### config.mk
export PLATFORM = sky130hd
export DESIGN_NAME = avalon_input_pio_irq
export DESIGN_NICKNAME = d
export VERILOG_FILES = /design/src/rtl/avalon_pio_pkg.sv /design/src/rtl/pio_bit_conditioner.sv /design/src/rtl/avalon_input_pio_irq.sv
export SDC_FILE = /design/constraint.sdc
export NUM_CORES = 1
export LEC_CHECK = 0
export ABC_AREA = 1
export CAP_MARGIN = 25
export CORE_MARGIN = 4
export CORE_UTILIZATION = 47
export DETAILED_ROUTE_END_ITERATION = 8
export GPL_TIMING_DRIVEN = 0
export PLACE_DENSITY = 0.75
export SETUP_SLACK_MARGIN = 0.15
export SLEW_MARGIN = 20
export SYNTH_ARGS = -nofsm -noshare
export SYNTH_HDL_FRONTEND = slang
export SYNTH_SLANG_ARGS = --single-unit
### constraint.sdc
create_clock -name clk -period 1 [get_ports clk]
set_input_delay 0.3 -clock clk [delete_from_list [all_inputs] [get_ports clk]]
set_output_delay 0.3 -clock clk [all_outputs]
set_load 0.03 [all_outputs]
### src/rtl/avalon_pio_pkg.sv
// Shared definitions for the Avalon-MM input PIO: register map, edge
// selection encodings and small elaboration-time helpers.
package avalon_pio_pkg;

  // Word addresses of the standard PIO register layout.
  typedef enum logic [1:0] {
    ADDR_DATA     = 2'd0,
    ADDR_DIR      = 2'd1,
    ADDR_IRQ_MASK = 2'd2,
    ADDR_EDGE_CAP = 2'd3
  } reg_addr_e;

  // Which transition of the debounced input sets the capture bit.
  localparam int EDGE_RISING  = 0;
  localparam int EDGE_FALLING = 1;
  localparam int EDGE_ANY     = 2;

  localparam int BUS_WIDTH = 32;

  // Width of a debounce counter able to hold the value 'cycles'.
  // Never returns less than 1 so a bypassed debouncer still elaborates.
  function automatic int debounce_cnt_width(input int cycles);
    int w;
    w = $clog2(cycles + 1);
    if (w < 1) begin
      w = 1;
    end
    return w;
  endfunction

  // Bus-wide mask with the low 'width' bits set; used to keep unused
  // register bits at zero for any WIDTH up to the full bus.
  function automatic logic [BUS_WIDTH-1:0] width_mask(input int width);
    logic [BUS_WIDTH-1:0] m;
    for (int i = 0; i < BUS_WIDTH; i++) begin
      m[i] = (i < width) ? 1'b1 : 1'b0;
    end
    return m;
  endfunction

endpackage

### src/rtl/pio_bit_conditioner.sv
// Per-bit input conditioning: multi-flop synchronizer followed by an
// optional consecutive-cycle debouncer. 'stable' is the accepted level.
module pio_bit_conditioner
  import avalon_pio_pkg::*;
#(
  parameter int SYNC_STAGES     = 2,
  parameter int DEBOUNCE_CYCLES = 0
) (
  input  logic clk,
  input  logic reset_n,
  input  logic din,
  output logic stable
);

  logic [SYNC_STAGES-1:0] sync_chain;
  logic                   sync_q;

  // Synchronizer shift chain; din enters at bit 0, sync_q leaves at the top.
  always_ff @(posedge clk) begin
    if (!reset_n) begin
      sync_chain <= {SYNC_STAGES{1'b0}};
    end else begin
      sync_chain <= {sync_chain[SYNC_STAGES-2:0], din};
    end
  end

  assign sync_q = sync_chain[SYNC_STAGES-1];

  generate
    if (DEBOUNCE_CYCLES == 0) begin : g_bypass

      // No debouncing: the stable level is the synchronized input, registered.
      always_ff @(posedge clk) begin
        if (!reset_n) begin
          stable <= 1'b0;
        end else begin
          stable <= sync_q;
        end
      end

    end else begin : g_debounce

      localparam int CNT_W = debounce_cnt_width(DEBOUNCE_CYCLES);
      localparam logic [CNT_W-1:0] CNT_LIMIT = CNT_W'(DEBOUNCE_CYCLES);

      logic [CNT_W-1:0] cnt;
      logic [CNT_W-1:0] cnt_next;
      logic             stable_next;

      // Count cycles of disagreement; accept the new level once the count
      // has reached the limit and the input still disagrees.
      always_comb begin
        cnt_next    = cnt;
        stable_next = stable;
        if (sync_q == stable) begin
          cnt_next = {CNT_W{1'b0}};
        end else if (cnt == CNT_LIMIT) begin
          stable_next = sync_q;
          cnt_next    = {CNT_W{1'b0}};
        end else begin
          cnt_next = cnt + CNT_W'(1);
        end
      end

      // Debounce counter and accepted level.
      always_ff @(posedge clk) begin
        if (!reset_n) begin
          cnt    <= {CNT_W{1'b0}};
          stable <= 1'b0;
        end else begin
          cnt    <= cnt_next;
          stable <= stable_next;
        end
      end

    end
  endgenerate

endmodule

### src/rtl/avalon_input_pio_irq.sv
// Read-only Avalon-MM input PIO with synchronizer/debouncer per bit,
// sticky edge capture (write-1-to-clear) and a masked level interrupt.
module avalon_input_pio_irq
  import avalon_pio_pkg::*;
#(
  parameter int WIDTH           = 21,
  parameter int SYNC_STAGES     = 2,
  parameter int DEBOUNCE_CYCLES = 0,
  parameter int EDGE_TYPE       = 0
) (
  input  logic             clk,
  input  logic             reset_n,
  input  logic [1:0]       address,
  input  logic             chipselect,
  input  logic             write_n,
  input  logic [31:0]      writedata,
  input  logic [WIDTH-1:0] in_port,
  output logic [31:0]      readdata,
  output logic             irq
);

  localparam logic [BUS_WIDTH-1:0] VALID_MASK = width_mask(WIDTH);

  logic [WIDTH-1:0]     stable;
  logic [WIDTH-1:0]     prev;
  logic [WIDTH-1:0]     rise;
  logic [WIDTH-1:0]     fall;
  logic [WIDTH-1:0]     edge_hit;
  logic                 sel_rise;
  logic                 sel_fall;

  logic [BUS_WIDTH-1:0] data_word;
  logic [BUS_WIDTH-1:0] edge_word;
  logic [BUS_WIDTH-1:0] wr_bits;
  logic [BUS_WIDTH-1:0] clr_bits;
  logic [BUS_WIDTH-1:0] mask_next;
  logic [BUS_WIDTH-1:0] cap_next;
  logic [BUS_WIDTH-1:0] read_mux;
  logic [BUS_WIDTH-1:0] irq_mask;
  logic [BUS_WIDTH-1:0] edge_capture;
  logic                 bus_write;

  genvar gi;
  generate
    for (gi = 0; gi < WIDTH; gi++) begin : g_bit
      pio_bit_conditioner #(
        .SYNC_STAGES    (SYNC_STAGES),
        .DEBOUNCE_CYCLES(DEBOUNCE_CYCLES)
      ) u_cond (
        .clk    (clk),
        .reset_n(reset_n),
        .din    (in_port[gi]),
        .stable (stable[gi])
      );
    end
  endgenerate

  // Previous stable value for edge detection.
  always_ff @(posedge clk) begin
    if (!reset_n) begin
      prev <= {WIDTH{1'b0}};
    end else begin
      prev <= stable;
    end
  end

  // Edge detection and selection of which transitions count.
  always_comb begin
    rise = stable & ~prev;
    fall = ~stable & prev;
    case (EDGE_TYPE)
      EDGE_RISING: begin
        sel_rise = 1'b1;
        sel_fall = 1'b0;
      end
      EDGE_FALLING: begin
        sel_rise = 1'b0;
        sel_fall = 1'b1;
      end
      EDGE_ANY: begin
        sel_rise = 1'b1;
        sel_fall = 1'b1;
      end
      default: begin
        sel_rise = 1'b1;
        sel_fall = 1'b0;
      end
    endcase
    edge_hit = (rise & {WIDTH{sel_rise}}) | (fall & {WIDTH{sel_fall}});
  end

  // Bus decode and next values of the mask and capture registers. A new
  // edge is OR-ed in after the clear so a same-cycle set wins.
  always_comb begin
    data_word                = {BUS_WIDTH{1'b0}};
    data_word[WIDTH-1:0]     = stable;
    edge_word                = {BUS_WIDTH{1'b0}};
    edge_word[WIDTH-1:0]     = edge_hit;
    wr_bits                  = writedata & VALID_MASK;
    bus_write                = chipselect & ~write_n;
    if (bus_write && (address == ADDR_IRQ_MASK)) begin
      mask_next = wr_bits;
    end else begin
      mask_next = irq_mask;
    end
    if (bus_write && (address == ADDR_EDGE_CAP)) begin
      clr_bits = wr_bits;
    end else begin
      clr_bits = {BUS_WIDTH{1'b0}};
    end
    cap_next = (edge_capture & ~clr_bits) | edge_word;
  end

  // Read multiplexer; sampled every cycle regardless of chipselect.
  always_comb begin
    case (reg_addr_e'(address))
      ADDR_DATA:     read_mux = data_word;
      ADDR_DIR:      read_mux = {BUS_WIDTH{1'b0}};
      ADDR_IRQ_MASK: read_mux = irq_mask;
      ADDR_EDGE_CAP: read_mux = edge_capture;
      default:       read_mux = {BUS_WIDTH{1'b0}};
    endcase
  end

  // Mask, capture and registered read data.
  always_ff @(posedge clk) begin
    if (!reset_n) begin
      irq_mask     <= {BUS_WIDTH{1'b0}};
      edge_capture <= {BUS_WIDTH{1'b0}};
      readdata     <= {BUS_WIDTH{1'b0}};
    end else begin
      irq_mask     <= mask_next;
      edge_capture <= cap_next;
      readdata     <= read_mux;
    end
  end

  // Level interrupt straight from the registers so it follows them with
  // no extra delay.
  assign irq = |(edge_capture & irq_mask);

endmodule

==> impl_metrics.json <==
{
  "core.rowCount": 38,
  "dieArea_sq_um": 12700,
  "routedWlPerCell_microns": 12.7,
  "finalInstanceArea_sq_um": 7140,
  "post-route-util_pct": 66.1,
  "ctsHoldBuffers": 0,
  "h-tree-depth": 4,
  "synth_seq_cells": 147,
  "syn_avg_cell_area_sq_um": 7.78,
  "hold_viol": 0,
  "detail-route-antenna-nets": 0,
  "holdPathEnd": "prev[0]",
  "period_share_pct": 182,
  "r2r_start": "edge_capture[19]",
  "overflow": 0,
  "startpoint_type": "flop",
  "cp_max_fo": 3,
  "power.internal_uw": 10000,
  "p_leak_uw": 0.00371,
  "firstDrtPassIters": 4,
  "p_seq_share_pct": 46.7,
  "synth_ff_type": "dfxtp_1",
  "antenna_found_initial": 0,
  "grt_max_degree": 17,
  "rsz0062_at_grt": "yes",
  "reg2reg_to": "readdata[19]",
  "rrSetupSlack_ps": 210,
  "worstHoldPathType": "input port to flop",
  "hold_depth": 3,
  "viasPerCell": 4.59,
  "layout.nets": 832,
  "grt_pass1_wl_microns": 19000,
  "setup_viol_count_final": 22,
  "drc": 0,
  "yosys-top-cells-area": "dfxtp_1, nand2_1, inv_1",
  "synthSimpleGateAreaFrac_pct": 24.6,
  "drt_wl_total_microns": 11700,
  "dp_slack_ps": -780,
  "drive_gt1_share_pct": 23.9,
  "cts_inserted_buffers": 17,
  "nFillCells": 847,
  "vias": 4249,
  "clock_power_share_pct": 45.4,
  "coreArea_sq_um": 10800,
  "synth-xor-area-share_pct": 0,
  "root_buffer": "clkbuf_8",
  "clock_latency_ps": 530,
  "synth_edf_count": 0,
  "fin_ws_ps": -815,
  "area_growth_pct": 38.1,
  "required_ps": 700,
  "muxShareOfSynthArea_pct": 0,
  "max_slew_margin_pct": 62.8,
  "synth_compound_area_share_pct": 5.57,
  "arrival_ps": 1520,
  "start_util_pct": 47.9,
  "criticalPathCategory": "flop to output port",
  "yosysTopAreaCell": "dfxtp_1",
  "syn_area_sq_um": 5170,
  "reg2regPathDepth": 3,
  "num_antenna_cells": 0,
  "syn_inst": 664,
  "ioPinCount": 92,
  "holdWs_ps": 41.2,
  "synth_top_area_share_pct": 57.0,
  "die_h_microns": 113,
  "crit_start": "edge_capture[6]",
  "first_iter_violations": 228,
  "placed_area_sq_um": 6290,
  "netSwitchingFraction_pct": 23.8,
  "cts_tree": "built",
  "io_buffers": 68,
  "fin_worst_skew_ps": 7.51,
  "cts_buffer_depth": 2,
  "post-dp-hpwl_microns": 7870,
  "drv_slew": 0,
  "die_w_microns": 113,
  "period_needed_ps": 1820,
  "grt_usage_pct": 19.1,
  "synth_cell_types": 18,
  "ys_async_sr_fraction_pct": 0,
  "endpoint_kind": "output port",
  "clock.fmax_ghz": 0.551,
  "worst_pin_slew_ps": 558,
  "synthAdderAreaFrac_pct": 0,
  "worstHoldStart": "reset_n",
  "run_status": "finished with violations",
  "synth_top_family_by_area": "simple AND/OR/NAND/NOR gates",
  "maxCapViolations": 0,
  "cts.sinks": 147,
  "peakVddDrop_uv": 1000,
  "timing.setup.tns_ps": -6510,
  "grt_pass1_vias": 4225,
  "p_sw_uw": 3130,
  "gp_congestion": 0.832,
  "violations": "setup timing",
  "ys.warnings.count": 0,
  "power_density_nw_per_um2": 1840,
  "yosysSeqAreaShare_pct": 57.0,
  "pwr-share-comb_pct": 7.9,
  "clkTransAtPathRegs_ps": 60
}
==> routing by layer <==
metal / global-route usage, % / wire, microns / vias up
met2: 31.6 / 5770 / 127
met1: 22.6 / 4990 / 1920
li1: - / - / 2178
met3: 5.78 / 740 / 24
met5: 0 / 0 / -
met4: 9.29 / 215 / 0
==> Yosys cell counts, types with 2 or more instances <==
library cell / number
nand2_1: 210
dfxtp_1: 147
inv_1: 104
clkbuf_2: 2
inv_2: 3
o21ai_0: 25
o21bai_1: 16
nand3_1: 42
a31oi_1: 6
buf_2: 16
buf_4: 22
nor2_1: 65
==> cells in the final DEF, fill, tap and decap left out, types with 2 or more instances in the layout <==
cell type and n:
buf_8 6, nand2_1 198, a31oi_1 5, nand3_1 21, inv_6 5, clkbuf_2 3
buf_6 41, clkdlybuf4s50_1 42, buf_4 21, nor2_1 61, clkbuf_1 2, clkinvlp_4 3
dfxtp_1 113, nor2_4 2, inv_4 4, inv_1 102, clkinv_4 3, dfxtp_2 34
buf_2 4, nor2_2 3, nand2_2 12, nand3_2 21, conb_1 11, clkbuf_16 17
o21ai_1 24, clkbuf_8 3, o21bai_1 16
==> what timing repair did <==
action,in CTS,in global routing
setup buffers,7,3
gates cloned,1,1
resized for setup,196,31
pin swaps,6,11
setup endpoints to repair,85,71
==> through the flow <==
step                      total power (uW)  cells
after floorplan                       6820    674
after global placement                7190    882
after detailed placement              7220    882
after CTS                            13200    922
after global routing                 13600    926
final                                13200    926
==> registers in the layout, indices dropped and copies added, names as in the netlist <==
signal and count:
irq_mask 21, prev 21, edge_capture 21, g_bit.u_cond.stable 21
g_bit.u_cond.sync_chain 42, readdata 21
==> area by class of cell <==
type                            count  area (sq um)  share of cell area (%)
Sequential cell                   147          2990                    41.8
Multi-Input combinational cell    379          1760                    24.7
Timing Repair Buffer               80           830                    11.6
Clock buffer                       20           445                    6.24
Inverter                          107           412                    5.77
Buffer                             41           407                    5.70
Tap cell                          140           175                    2.45
Clock inverter                     12           123                    1.72
==> cell families after synthesis <==
kind of cell    Yosys count
other cells               1
buf+inv                 148
simple gates            320
flops                   147
compound gates           48
==> worst max path at each step <==
stage / end / cells after the start
3_5_place_dp: irq / 7
4_1_cts: irq / 7
6_report: irq / 7
5_1_grt: irq / 7
3_3_place_gp: irq / 7
2_1_floorplan: irq / 6
==> power groups by stage <==
stage / sequential, uW / clock, uW / combinational [uW]
4_1_cts: 6140 / 6060 / 1010
2_1_floorplan: 6270 / 0 / 549
3_5_place_dp: 6260 / 0 / 960
3_3_place_gp: 6250 / 0 / 942
5_1_grt: 6160 / 6330 / 1140
6_report: 6140 / 5970 / 1040
==> critical path, stage by stage, from the launching register on <==
cell and delay [ps]:
dfxtp_2 330, nand2_1 80, nand2_2 50, nor2_2 130
nand2_1 80, nor2_2 120, nand2_2 60, buf_6 130
No activity file was read; power rests on OpenSTA's default activity.
